File: src/rtl/proc_pkg.sv
// rtl/proc_pkg.sv - shared opcode, register, state and write-source encodings for proc_ctrl_seq
package proc_pkg;

    // Instruction byte is {op[3:0], rd[1:0], rs[1:0]}
    typedef enum logic [3:0] {
        OP_IADD   = 4'd0,
        OP_ISUB   = 4'd1,
        OP_IAND   = 4'd2,
        OP_INOT   = 4'd3,
        OP_IOR    = 4'd4,
        OP_IMUL   = 4'd5,
        OP_NOP    = 4'd6,
        OP_REGD   = 4'd7,
        OP_REGID  = 4'd8,
        OP_READ   = 4'd9,
        OP_READI  = 4'd10,
        OP_WRITE  = 4'd11,
        OP_WRITEI = 4'd12,
        OP_BUC    = 4'd13,
        OP_BIZ    = 4'd14,
        OP_BIO    = 4'd15
    } opcode_e;

    typedef enum logic [1:0] {R0 = 2'd0, R1 = 2'd1, R2 = 2'd2, R3 = 2'd3} reg_e;

    typedef enum logic [1:0] {
        WSRC_ALU = 2'd0,
        WSRC_MEM = 2'd1,
        WSRC_RS  = 2'd2
    } wsrc_e;

    typedef enum logic [2:0] {
        ST_IDLE, ST_FETCH, ST_FETCH_OP, ST_FETCH_PTR,
        ST_MEM_RD, ST_MEM_WR, ST_EXEC, ST_ERR
    } state_e;

    // State that follows the instruction fetch, decoded from the fetched opcode
    function automatic state_e fetch_next(input logic [3:0] op);
        if (op <= 4'd7)       return ST_EXEC;
        else if (op == 4'd8)  return ST_MEM_RD;
        else                  return ST_FETCH_OP;
    endfunction

endpackage

File: src/rtl/proc_ctrl_seq_if.sv
// rtl/proc_ctrl_seq_if.sv - single shared memory port between sequencer (master) and memory (slave)
interface proc_ctrl_seq_if;
    logic [7:0] mem_addr;
    logic       mem_req;
    logic       mem_we;
    logic [7:0] mem_wdata;
    logic [7:0] mem_rdata;
    logic       mem_ack;

    modport master (output mem_addr, mem_req, mem_we, mem_wdata,
                    input  mem_rdata, mem_ack);
    modport slave  (input  mem_addr, mem_req, mem_we, mem_wdata,
                    output mem_rdata, mem_ack);
endinterface

File: src/rtl/proc_ctrl_memif.sv
// rtl/proc_ctrl_memif.sv - memory handshake qualifier, wait-state counter and ack timeout detect
// Ports: clk, rst (async active-low), req_i (sequencer is in a request state),
//        ack_i (memory ack), ack_fire_o (transfer completes this edge), timeout_o (give up this edge)
module proc_ctrl_memif #(
    parameter int ACK_TIMEOUT = 16
) (
    input  logic clk,
    input  logic rst,
    input  logic req_i,
    input  logic ack_i,
    output logic ack_fire_o,
    output logic timeout_o
);
    logic [7:0] wait_q, wait_d;

    // An ack without a request is ignored
    assign ack_fire_o = req_i & ack_i;
    // wait_q counts completed unacked cycles; this is the ACK_TIMEOUT-th one
    assign timeout_o  = req_i & ~ack_i & (wait_q == 8'(ACK_TIMEOUT - 1));

    // Any cycle without a request (including the cycle before a request state
    // is entered) or with an ack clears the count
    always_comb begin
        wait_d = '0;
        if (req_i && !ack_i)
            wait_d = wait_q + 8'd1;
    end

    always_ff @(posedge clk or negedge rst) begin
        if (!rst) wait_q <= '0;
        else      wait_q <= wait_d;
    end
endmodule

File: src/rtl/proc_ctrl_seq.sv
// rtl/proc_ctrl_seq.sv - multi-cycle sequencer for the 8-bit processor (PC, IR, OPR, PTR, Z/O)
// Ports: clk, rst (async active-low), run; mem (memory port, master);
//        rf_rd_sel/rf_rs_sel/rf_rd_data/rf_rs_data/rf_we/rf_wsrc (register file);
//        alu_op/alu_en/alu_zero/alu_ovf (ALU); pc; bus_err (sticky ack timeout)
module proc_ctrl_seq
    import proc_pkg::*;
#(
    parameter logic [7:0] RESET_PC    = 8'd0,
    parameter int         ACK_TIMEOUT = 16
) (
    input  logic                   clk,
    input  logic                   rst,
    input  logic                   run,
    proc_ctrl_seq_if.master        mem,
    output logic [1:0]             rf_rd_sel,
    output logic [1:0]             rf_rs_sel,
    input  logic [7:0]             rf_rd_data,
    input  logic [7:0]             rf_rs_data,
    output logic                   rf_we,
    output logic [1:0]             rf_wsrc,
    output logic [2:0]             alu_op,
    output logic                   alu_en,
    input  logic                   alu_zero,
    input  logic                   alu_ovf,
    output logic [7:0]             pc,
    output logic                   bus_err
);
    state_e     state_q, state_d;
    logic [7:0] pc_q, pc_d, ir_q, ir_d, opr_q, opr_d, ptr_q, ptr_d;
    logic       z_q, z_d, o_q, o_d;

    logic       req, we, ack_fire, timeout;
    logic [7:0] addr, wdata;
    opcode_e    op;
    state_e     end_state;

    assign op        = opcode_e'(ir_q[7:4]);
    assign end_state = run ? ST_FETCH : ST_IDLE;

    proc_ctrl_memif #(.ACK_TIMEOUT(ACK_TIMEOUT)) u_memif (
        .clk        (clk),
        .rst        (rst),
        .req_i      (req),
        .ack_i      (mem.mem_ack),
        .ack_fire_o (ack_fire),
        .timeout_o  (timeout)
    );

    always_ff @(posedge clk or negedge rst) begin
        if (!rst) begin
            state_q <= ST_IDLE;
            pc_q    <= RESET_PC;
            ir_q    <= '0;
            opr_q   <= '0;
            ptr_q   <= '0;
            z_q     <= 1'b0;
            o_q     <= 1'b0;
        end else begin
            state_q <= state_d;
            pc_q    <= pc_d;
            ir_q    <= ir_d;
            opr_q   <= opr_d;
            ptr_q   <= ptr_d;
            z_q     <= z_d;
            o_q     <= o_d;
        end
    end

    always_comb begin
        state_d = state_q;
        pc_d    = pc_q;
        ir_d    = ir_q;
        opr_d   = opr_q;
        ptr_d   = ptr_q;
        z_d     = z_q;
        o_d     = o_q;
        req     = 1'b0;
        we      = 1'b0;
        addr    = '0;
        wdata   = '0;
        rf_we   = 1'b0;
        rf_wsrc = WSRC_ALU;
        alu_en  = 1'b0;

        unique case (state_q)
            ST_IDLE: if (run) state_d = ST_FETCH;
            ST_FETCH: begin
                req  = 1'b1;
                addr = pc_q;
                if (ack_fire) begin
                    ir_d    = mem.mem_rdata;
                    pc_d    = pc_q + 8'd1;
                    state_d = fetch_next(mem.mem_rdata[7:4]);
                end
            end
            ST_FETCH_OP: begin
                req  = 1'b1;
                addr = pc_q;
                if (ack_fire) begin
                    opr_d = mem.mem_rdata;
                    pc_d  = pc_q + 8'd1;
                    // Branch target comes straight off the bus; flags are the ones held now
                    case (op)
                        OP_READ:             state_d = ST_MEM_RD;
                        OP_READI, OP_WRITEI: state_d = ST_FETCH_PTR;
                        OP_WRITE:            state_d = ST_MEM_WR;
                        OP_BUC: begin
                            pc_d    = mem.mem_rdata;
                            state_d = end_state;
                        end
                        OP_BIZ: begin
                            if (z_q) pc_d = mem.mem_rdata;
                            state_d = end_state;
                        end
                        OP_BIO: begin
                            if (o_q) pc_d = mem.mem_rdata;
                            state_d = end_state;
                        end
                        default:             state_d = end_state;
                    endcase
                end
            end
            ST_FETCH_PTR: begin
                req  = 1'b1;
                addr = opr_q;
                if (ack_fire) begin
                    ptr_d   = mem.mem_rdata;
                    state_d = (op == OP_READI) ? ST_MEM_RD : ST_MEM_WR;
                end
            end
            ST_MEM_RD: begin
                req     = 1'b1;
                addr    = (op == OP_REGID) ? rf_rs_data :
                          (op == OP_READ)  ? opr_q : ptr_q;
                rf_wsrc = WSRC_MEM;
                rf_we   = ack_fire;
                if (ack_fire) state_d = end_state;
            end
            ST_MEM_WR: begin
                req   = 1'b1;
                we    = 1'b1;
                addr  = (op == OP_WRITE) ? opr_q : ptr_q;
                wdata = rf_rd_data;
                if (ack_fire) state_d = end_state;
            end
            ST_EXEC: begin
                state_d = end_state;
                if (op <= OP_IMUL) begin
                    alu_en = 1'b1;
                    rf_we  = 1'b1;
                    z_d    = alu_zero;
                    o_d    = alu_ovf;
                end else if (op == OP_REGD) begin
                    rf_wsrc = WSRC_RS;
                    rf_we   = 1'b1;
                end
            end
            ST_ERR: state_d = ST_ERR;
            default: state_d = ST_IDLE;
        endcase

        if (timeout) state_d = ST_ERR;
    end

    assign mem.mem_req   = req;
    assign mem.mem_we    = we;
    assign mem.mem_addr  = addr;
    assign mem.mem_wdata = wdata;
    assign rf_rd_sel     = ir_q[3:2];
    assign rf_rs_sel     = ir_q[1:0];
    assign alu_op        = ir_q[6:4];
    assign pc            = pc_q;
    assign bus_err       = (state_q == ST_ERR);
endmodule
File: src/flat_wrapper.sv
// flat-port wrapper written by rule: the top's interface ports become plain ports
module proc_ctrl_seq_flat import proc_pkg::*;
#(
    parameter logic [7:0] RESET_PC    = 8'd0,
    parameter int         ACK_TIMEOUT = 16
)
  (clk, rst, run, rf_rd_sel, rf_rs_sel, rf_rd_data, rf_rs_data, rf_we, rf_wsrc, alu_op, alu_en, alu_zero, alu_ovf, pc, bus_err, mem_mem_addr, mem_mem_req, mem_mem_we, mem_mem_wdata, mem_mem_rdata, mem_mem_ack);
  proc_ctrl_seq_if mem_i ();
  input  logic clk;
  input  logic rst;
  input  logic run;
  output logic [1:0] rf_rd_sel;
  output logic [1:0] rf_rs_sel;
  input  logic [7:0] rf_rd_data;
  input  logic [7:0] rf_rs_data;
  output logic rf_we;
  output logic [1:0] rf_wsrc;
  output logic [2:0] alu_op;
  output logic alu_en;
  input  logic alu_zero;
  input  logic alu_ovf;
  output logic [7:0] pc;
  output logic bus_err;
  output wire logic [$bits(mem_i.mem_addr)-1:0] mem_mem_addr;
  output wire logic [$bits(mem_i.mem_req)-1:0] mem_mem_req;
  output wire logic [$bits(mem_i.mem_we)-1:0] mem_mem_we;
  output wire logic [$bits(mem_i.mem_wdata)-1:0] mem_mem_wdata;
  input wire logic [$bits(mem_i.mem_rdata)-1:0] mem_mem_rdata;
  input wire logic [$bits(mem_i.mem_ack)-1:0] mem_mem_ack;
  assign mem_mem_addr = mem_i.mem_addr;
  assign mem_mem_req = mem_i.mem_req;
  assign mem_mem_we = mem_i.mem_we;
  assign mem_mem_wdata = mem_i.mem_wdata;
  assign mem_i.mem_rdata = mem_mem_rdata;
  assign mem_i.mem_ack = mem_mem_ack;
  proc_ctrl_seq #(.RESET_PC(RESET_PC), .ACK_TIMEOUT(ACK_TIMEOUT)) u_core (.clk(clk), .rst(rst), .run(run), .mem(mem_i), .rf_rd_sel(rf_rd_sel), .rf_rs_sel(rf_rs_sel), .rf_rd_data(rf_rd_data), .rf_rs_data(rf_rs_data), .rf_we(rf_we), .rf_wsrc(rf_wsrc), .alu_op(alu_op), .alu_en(alu_en), .alu_zero(alu_zero), .alu_ovf(alu_ovf), .pc(pc), .bus_err(bus_err));
endmodule
File: config.mk
export PLATFORM = sky130hd
export DESIGN_NAME = proc_ctrl_seq_flat
export DESIGN_NICKNAME = d
export VERILOG_FILES = /design/src/rtl/proc_pkg.sv /design/src/rtl/proc_ctrl_seq_if.sv /design/src/rtl/proc_ctrl_memif.sv /design/src/rtl/proc_ctrl_seq.sv /design/src/flat_wrapper.sv
export SDC_FILE = /design/constraint.sdc
export NUM_CORES = 1
export LEC_CHECK = 0
export CORE_ASPECT_RATIO = 1.4
export CORE_MARGIN = 1.5
export CORE_UTILIZATION = 25
export CTS_BUF_LIST = sky130_fd_sc_hd__clkbuf_16
export DETAILED_ROUTE_END_ITERATION = 7
export SYNTH_ARGS = -nofsm -noshare
export SYNTH_HDL_FRONTEND = slang
export SYNTH_SLANG_ARGS = --single-unit
File: constraint.sdc
create_clock -name clk -period 2.5 [get_ports clk]
set_input_delay 0.5 -clock clk [delete_from_list [all_inputs] [get_ports clk]]
set_output_delay 0.5 -clock clk [all_outputs]
set_load 0.005 [all_outputs]
# After elaboration in Yosys (flattened, before gate mapping)
# Index checks and enable logic that the tools add are counted.
# word_totals
reg_bits	45
elab_cells	89
output_inout_bits	38
romBits	0
latch_bits	0
ramBits	0
n_memories	0
# classes
addsub	2
div_mod_pow	0
eq_ne	25
bitwise_logic	4
muxes	34
shift	0
mul	0
n_lt_le_gt_ge	2
reduce_logical	14
# ops
op	n
$mux W8	9
$eq A4 B4 Y1 const B	9
$pmux W8 S4	1
$mux W3	8
$pmux W8 S3	1
$pmux W3 S7	1
$add A8 B1 Y8 const B	2
$pmux W8 S2	1
$eq A3 B3 Y1 const B	4
$ne A3 B1 Y1 const B	4
$pmux W3 S3	1
$eq A8 B4 Y1 const B	1
$le A4 B3 Y1 const B	2
$mux W1	8
$reduce_and A2 Y1	4
$eq A3 B2 Y1 const B	2
$reduce_or A2 Y1	3
$reduce_and A5 Y1	1
$reduce_or A5 Y1	1
$eq A4 B3 Y1 const B	1
$mux W2	2
$ne A2 B1 Y1 const B	2
$pmux W2 S2	1
$and A1 B1 Y1	3
other kinds (9)	9

# Logic depth before layout (Yosys ltp)
# Gate-level depths: netlist (run 1).
# depth
depth_word	7
ltp_mapped	6
mapped_depth_nobuf	5

# Hierarchy
# From an unflattened synthesis (run 1), not the netlist that was laid out.
# unflattened
cells_unflattened	297
area_unflattened_um2	2905.3
# by_module_without_submodules
mod	cells_per_inst	n_inst	area_each_um2
proc_ctrl_seq	259	1	2502.4
proc_ctrl_memif	38	1	402.9

# Least setup slack after synthesis (run 1)
# Ideal clock, no wire load.
# synth_timing
path_type	register -> output
startpoint	register u_core.ir_q[5]
endpoint	output port mem_mem_addr[0]
stages_incl_launch_ff	6
required_ns	2.000
arrival_ns	1.620
path_slack_ns	0.380
n_path_buf	2
path_cell_list	dfrtp_1 clkbuf_1 nor3b_1 clkbuf_1 o21ai_0 o21ai_0
# synth_between
elab_chain_len	4
elab_cells_between_ends	7
classes_between	eq/ne: 3; mux: 4
# synth_lines
item	line_no	text
from (decl)	proc_ctrl_seq.sv:29	logic [7:0] pc_q, pc_d, ir_q, ir_d, opr_q, opr_d, ptr_q, ptr_d;
from (signal assigned)	proc_ctrl_seq.sv:61	ir_q <= ir_d;
$eq A4 B4 Y1	proc_ctrl_seq.sv:134	(op == OP_READ) ? opr_q : ptr_q;
$mux W8	proc_ctrl_seq.sv:134	
$mux W8	proc_ctrl_seq.sv:133	addr = (op == OP_REGID) ? rf_rs_data :
$pmux W8 S4 *	proc_ctrl_seq.sv:85	unique case (state_q)
to (decl)	flat_wrapper.sv:24	output wire logic [$bits(mem_i.mem_addr)-1:0] mem_mem_addr;
# Every way passes the cells marked *; elsewhere a longest branch is shown, timed or not.

# Final worst setup path (run 1)
# layout_timing
startpoint	register u_core.state_q[1]
endpoint	output port rf_wsrc[1]
# layout_between
elab_chain_len	2
elab_cells_between_ends	3
classes_between	eq/ne: 2; mux: 1
# layout_lines
item	line_no	text
from (decl)	proc_ctrl_seq.sv:28	state_e state_q, state_d;
from (signal assigned)	proc_ctrl_seq.sv:59	state_q <= state_d;
$eq A3 B3 Y1	proc_ctrl_seq.sv:85	
$pmux W2 S2 *	proc_ctrl_seq.sv:85	
to (decl)	flat_wrapper.sv:17	output logic [1:0] rf_wsrc;
# Marks and branches as above.

==> results of run 1 <==
-- registers in the layout, summed over array words and instances (netlist names) --
name                   count
u_core.opr_q               8
u_core.z_q                 1
u_core.state_q             3
u_core.ir_q                8
u_core.ptr_q               8
u_core.pc                  8
u_core.u_memif.wait_q      8
u_core.o_q                 1
-- what timing repair did --
| action | CTS | global route |
|---|---|---|
| endpoints found under the hold margin | 0 | 0 |
| pin swaps | 0 | 1 |
| cloned | 1 | 0 |
| setup buffers | 3 | 2 |
| endpoints found under the setup margin | 11 | 13 |
| gates resized for setup | 20 | 9 |
-- logic make-up (layout without fill, tap and decap cells) --
kind of cell               count (synthesis)  after routing
and+or+nand+nor                           89             90
AOI/OAI and AO/OA                         66             66
muxes                                     51             51
DFF                                       45             45
buffers and inverters                     31            115
xor gates and xnor gates                   8              8
adders and majority gates                  2              2
-- critical path, stage by stage, from the launching register on --
cell	delay (ps)
sky130_fd_sc_hd__dfrtp_2	410
sky130_fd_sc_hd__buf_6	160
sky130_fd_sc_hd__nand2_1	90
sky130_fd_sc_hd__nor3_2	250
sky130_fd_sc_hd__and4_1	220
sky130_fd_sc_hd__clkdlybuf4s50_1	500
-- power by group --
group          switching [W]  internal [W]  leakage (nW)  total, W
clock               0.000286      0.000465        0.0826  0.000751
combinational        0.00117       0.00147          1.22   0.00263
sequential          0.000310       0.00104         0.544   0.00135
-- worst min path at each step --
stage | startpoint | to | slack [ps] | cells after the start
final | rst | u_core.ir_q[6] | 180 | 2
after global routing | rst | u_core.ir_q[3] | 220 | 2
after CTS | rst | u_core.ptr_q[4] | 200 | 2
after detailed placement | u_core.u_memif.wait_q[0] | u_core.u_memif.wait_q[0] | 450 | 1
after global placement | u_core.u_memif.wait_q[0] | u_core.u_memif.wait_q[0] | 440 | 1
after floorplan | rst | u_core.ir_q[0] | 200 | 0
-- through the flow --
stage	std cells	utilization [%]	setup slack (ps)
after CTS	516	36.4	-17.2
after detailed placement	504	34.4	72.7
after global placement	504	34.4	95.3
after global routing	518	36.8	-7.72
after floorplan	292	-	380
final	518	36.8	66.3
-- layout by cell type, fill, tap and decap left out, drive strengths merged, types with 3 or more instances in the layout --
| cell | netlist | final |
|---|---|---|
| nand2 | 23 | 24 |
| nand4 | 4 | 4 |
| nor2 | 12 | 12 |
| xnor2 | 3 | 3 |
| o21ai | 23 | 23 |
| clkdlybuf4s50 | 0 | 57 |
| a22oi | 11 | 11 |
| o22a | 8 | 8 |
| a21oi | 12 | 12 |
| nor2b | 4 | 4 |
| mux2 | 29 | 29 |
| and3 | 14 | 14 |
| dfrtp | 45 | 45 |
| inv | 6 | 7 |
| dlygate4sd2 | 0 | 6 |
| nand3 | 8 | 8 |
| nor3 | 4 | 4 |
| dlymetal6s2s | 0 | 3 |
| xor2 | 5 | 5 |
| and2 | 4 | 4 |
| buf | 10 | 35 |
| clkbuf | 15 | 5 |
| mux2i | 22 | 22 |
| a2bb2oi | 3 | 3 |
-- area by class of cell --
type,count,share of cell area (%)
Multi-Input combinational cell,217,39.7
Sequential cell,45,28.0
Timing Repair Buffer,101,23.4
Tap cell,141,4.37
Clock buffer,5,3.10
Clock inverter,3,0.930
Inverter,6,0.558
-- per-layer routing --
| metal | vias to the layer above | wire length, µm | global-route usage, % |
|---|---|---|---|
| li1 | 1240 | - | - |
| met1 | 1249 | 3530 | 18.0 |
| met2 | 71 | 4560 | 26.5 |
| met3 | 16 | 420 | 2.58 |
| met4 | 0 | 216 | 5.53 |
| met5 | - | 0 | 0 |
==> impl_metrics.json, run 1 <==
{
  "cts_buffers": 5,
  "async_s_r_ff_share_synth_pct": 100,
  "netlist_instances": 292,
  "wire_per_inst_um": 16.9,
  "critical_path_required_ps": 2000,
  "fillerInstances": 1125,
  "cts.path.max_buffers": 2,
  "place_hpwl_mm": 6.28,
  "worst_reg2reg_endpoint": "u_core.pc[3]",
  "synth_largest_area_cell": "sky130_fd_sc_hd__dfrtp_1",
  "setup_crit_end_kind": "output pin",
  "placed_area_um2": 3780,
  "clock_latency_ps": 290,
  "worst_supply_voltage_drop_on_vdd_v": 0.000519,
  "detailedRoute.firstIterationViolations": 145,
  "reg2reg_from": "u_core.state_q[0]",
  "post-synth-top-area-fraction_pct": 39.7,
  "relSlewSlack_pct": 70.9,
  "area_of_the_multi_input_gates_um2": 1600,
  "run_status": "finished clean",
  "cts.sinks": 45,
  "synth_simple_gate_area_share_pct": 17.3,
  "pin_count_of_the_biggest_net_entering_global_routing": 46,
  "worstPathMaxFanout": 11,
  "io_pins": 68,
  "synth_fa_ha_area_share_pct": 0.881,
  "final-hold-violation-count": 0,
  "final_layout_size_suffix_gt1_share_pct": 23.1,
  "cp-startpoint": "u_core.state_q[1]",
  "post_synth.cell_area_avg_um2": 9.72,
  "critical_path_class": "reg -> out",
  "timing.clock.skew_ps": 4.41,
  "main_combinational_cell_family_by_area_after_synthesis": "multiplexers",
  "finalWeightedCongestion": 0.842,
  "globalRouteTotalUtil_pct": 15.0,
  "regArea_um2": 1130,
  "clk_root_buffer_cell": "sky130_fd_sc_hd__clkbuf_16",
  "finalCritPeriodShare_pct": 97.3,
  "r2r_setup_slack_ps": 290,
  "measured_slew_at_the_worst_slew_check_pin_ps": 435,
  "layout.cell_area.non_filler_um2": 4040,
  "maxCapViolCount": 0,
  "synthXorXnorAreaFrac_pct": 2.47,
  "synthTopCellsByCount": "sky130_fd_sc_hd__dfrtp_1 (45), sky130_fd_sc_hd__mux2_2 (29), sky130_fd_sc_hd__nand2_1 (23), sky130_fd_sc_hd__o21ai_0 (23), sky130_fd_sc_hd__mux2i_1 (22)",
  "grt_first_pass_wirelength_mm": 14.0,
  "layout.nets": 408,
  "ctsHtreeMaxLevel": 2,
  "count_of_antenna_diodes_in_the_layout": 0,
  "ys.warnings.count": 0,
  "finish_stage_setup_viols": 0,
  "synthesis.nets": 324,
  "grt.overflow.total": 0,
  "start_util_pct": 25.9,
  "slew_violations": 0,
  "die_height_um": 129,
  "fin_worst_hold_slack_ps": 180,
  "synth.yosys.seq_area_share_pct": 39.7,
  "rows": 45,
  "synth_mux_area_share_pct": 19.3,
  "grt_pass1_vias": 2634,
  "dr_total_vias": 2576,
  "die_area_um2": 12000,
  "synth_enable_flop_cells": 0,
  "antenna_found_initial": 0,
  "synth_area_leaders": "sky130_fd_sc_hd__dfrtp_1 (40%), sky130_fd_sc_hd__mux2_2 (12%), sky130_fd_sc_hd__mux2i_1 (7.8%)",
  "final_period_demand_of_the_worst_path_ps": 2430,
  "detail_route.first_pass.iterations": 4,
  "count_of_input_and_output_buffers": 67,
  "cts_tree": "yes",
  "detail-route-antenna-nets": 0,
  "placeableCoreArea_um2": 11000,
  "worstHoldPathType": "in -> async",
  "synth.ff_latch_count": 45,
  "cellLeakagePower_nw": 1.85,
  "power.density_nw_per_um2": 1170,
  "design_power_total_w": 0.00473,
  "route.detailed.drc": 0,
  "synth_cell_type_count": 43,
  "postSynth.topFlopCell": "sky130_fd_sc_hd__dfrtp_1",
  "r2r_cells": 6,
  "finalSetupTns_ps": 0,
  "synth.most_common_cell": "sky130_fd_sc_hd__dfrtp_1",
  "fraction_of_the_mapped_netlist_area_in_compound_gates_pct": 15.0,
  "max_clock_freq_ghz": 0.411,
  "chipWidth_um": 93.1,
  "totalWireLength_mm": 8.74,
  "worst-endpoint-arrival_ps": 1930,
  "post_synth_instance_area_um2": 2840,
  "area_growth_pct": 42.2,
  "via_per_inst": 4.97,
  "critPathLaunchType": "register",
  "holdBufCountCts": 0,
  "endpoint": "rf_wsrc[1]",
  "clkTransAtPathRegs_ps": 60
}
Power figures use the tool's default switching activity.
==> run 2, diff against run 1 <==
--- a/config.mk
+++ b/config.mk
@@ -6,7 +6,7 @@
 export NUM_CORES = 1
 export LEC_CHECK = 0
 export CORE_ASPECT_RATIO = 1.4
-export CORE_MARGIN = 1.5
+export CORE_MARGIN = 2
 export CORE_UTILIZATION = 25
 export CTS_BUF_LIST = sky130_fd_sc_hd__clkbuf_16
 export DETAILED_ROUTE_END_ITERATION = 7
==> impl_metrics.json, run 2 (same netlist as run 1, synthesis figures left out) <==
{
  "run_status": "finished clean",
  "final_layout_size_suffix_gt1_share_pct": 22.1,
  "clk_root_buffer_cell": "sky130_fd_sc_hd__clkbuf_16",
  "detail-route-antenna-nets": 0,
  "cts_buffers": 5,
  "worst-endpoint-arrival_ps": 1950,
  "clock_latency_ps": 290,
  "clkTransAtPathRegs_ps": 70,
  "power.density_nw_per_um2": 1180,
  "pin_count_of_the_biggest_net_entering_global_routing": 24,
  "maxCapViolCount": 0,
  "cts_tree": "yes",
  "dp_slack_ps": 29.0,
  "finalSetupTns_ps": 0,
  "io_pins": 68,
  "timing.clock.skew_ps": 6.53,
  "wire_per_inst_um": 16.8,
  "critical_path_class": "reg -> out",
  "relSlewSlack_pct": 63.0,
  "placed_area_um2": 3790,
  "grt_setup_unrepaired": "true",
  "start_util_pct": 25.3,
  "finish_stage_setup_viols": 0,
  "grt_first_pass_wirelength_mm": 13.8,
  "detailedRoute.firstIterationViolations": 124,
  "via_per_inst": 4.90,
  "layout.nets": 406,
  "cts.path.max_buffers": 2,
  "route.detailed.drc": 0,
  "grt_pass1_vias": 2564,
  "worst_supply_voltage_drop_on_vdd_v": 0.000485,
  "critPathLaunchType": "register",
  "slew_violations": 0,
  "dp.cells": 508,
  "layout.cell_area.non_filler_um2": 4040,
  "detail_route.first_pass.iterations": 5,
  "max_clock_freq_ghz": 0.409,
  "globalRouteTotalUtil_pct": 14.6,
  "layout.cells.most_common": "sky130_fd_sc_hd__clkdlybuf4s50_1",
  "place_hpwl_mm": 6.48,
  "final-hold-violation-count": 0,
  "cellLeakagePower_nw": 1.84,
  "count_of_input_and_output_buffers": 67,
  "critical_path_required_ps": 2000,
  "rows": 46,
  "count_of_antenna_diodes_in_the_layout": 0,
  "dr_total_vias": 2545,
  "setup_crit_end_kind": "output pin",
  "antenna_found_initial": 0,
  "area_growth_pct": 42.2,
  "chipWidth_um": 94.1,
  "die_area_um2": 12200,
  "layout.cells.non_filler": 519,
  "holdBufCountCts": 0,
  "cts.sinks": 45,
  "finalWeightedCongestion": 0.845,
  "measured_slew_at_the_worst_slew_check_pin_ps": 555,
  "die_height_um": 130,
  "worstPathMaxFanout": 6,
  "placeableCoreArea_um2": 11200,
  "final_cell_mix": "sky130_fd_sc_hd__clkdlybuf4s50_1 (57), sky130_fd_sc_hd__dfrtp_1 (43), sky130_fd_sc_hd__buf_4 (30), sky130_fd_sc_hd__mux2_2 (29)",
  "finalWorstSetupSlack_ps": 53.1,
  "design_power_total_w": 0.00476,
  "ctsHtreeMaxLevel": 2,
  "finalCritPeriodShare_pct": 97.9,
  "totalWireLength_mm": 8.72,
  "grt.overflow.total": 0,
  "worstHoldPathType": "in -> async",
  "final_period_demand_of_the_worst_path_ps": 2450
}
## run 2: changes by cell type in the layout (fill, tap and decap cells not counted), moves of 2 or more
cell                             before  now
sky130_fd_sc_hd__buf_6                3    1
sky130_fd_sc_hd__dlygate4sd2_1        6    8
sky130_fd_sc_hd__dlymetal6s2s_1       3    1
sky130_fd_sc_hd__nand2_2              3    1
sky130_fd_sc_hd__o21ai_0             20   22
sky130_fd_sc_hd__o21ai_1              3    0
## run 2: worst paths after layout
path / start / slack [ps] / cells past startpoint / to
setup / recovery: u_core.state_q[0] / 50 / 5 / rf_we
hold / removal: rst / 190 / 1 / u_core.u_memif.wait_q[0]
setup reg to reg: u_core.state_q[0] / 140 / 6 / u_core.pc[4]
hold reg to reg: u_core.u_memif.wait_q[0] / 460 / 1 / u_core.u_memif.wait_q[0]
max in group asynchronous: rst / 1700 / 2 / u_core.opr_q[4]
min in group clk: u_core.u_memif.wait_q[0] / 460 / 1 / u_core.u_memif.wait_q[0]
## run 2: what timing repair did
item	CTS	global route
cloned	1	0
setup endpoints to repair	9	8
buffers inserted	2	0
resized for setup	16	4
## run 2: layer usage
layer | wire [µm] | GRT usage [%] | vias up
li1 | - | - | 1231
met3 | 367 | 2.48 | 11
met2 | 4620 | 26.8 | 71
met1 | 3630 | 17.3 | 1232
met5 | 0 | 0 | -
met4 | 101 | 4.26 | 0
## run 2: per-stage QoR
stage          hold WS [ps]  util, %
5_1_grt                 227     36.0
3_3_place_gp            441     33.8
6_report                191     36.0
4_1_cts                 213     35.8
2_1_floorplan           204        -
3_5_place_dp            452     33.8
## run 2: cell type report
class | count | area (µm²)
Tap cell | 144 | 180
Clock inverter | 3 | 43.8
Inverter | 6 | 22.5
Sequential cell | 45 | 1130
Multi-Input combinational cell | 216 | 1590
Clock buffer | 5 | 125
Timing Repair Buffer | 100 | 947
Fill cell | 1129 | 7190
## run 2: worst max-delay path: stages (launching register included)
cell and delay [ps]:
sky130_fd_sc_hd__dfrtp_2 450, sky130_fd_sc_hd__bufbuf_16 290, sky130_fd_sc_hd__nor3_4 190, sky130_fd_sc_hd__o21ai_0 130
sky130_fd_sc_hd__o21ai_2 90, sky130_fd_sc_hd__clkdlybuf4s50_1 510
## run 2: where the power goes
| group | total (W) | internal, W | switching [W] |
|---|---|---|---|
| Clock | 0.000775 | 0.000474 | 0.000301 |
| Combinational | 0.00261 | 0.00148 | 0.00113 |
| Sequential | 0.00137 | 0.00104 | 0.000332 |
==> run 3, diff against run 2 <==
--- a/config.mk
+++ b/config.mk
@@ -5,6 +5,7 @@
 export SDC_FILE = /design/constraint.sdc
 export NUM_CORES = 1
 export LEC_CHECK = 0
+export ABC_AREA = 0
 export CORE_ASPECT_RATIO = 1.4
 export CORE_MARGIN = 2
 export CORE_UTILIZATION = 25
==> results of run 3 <==
Same layout as run 2: the final DEF is identical, and so are final timing and power.
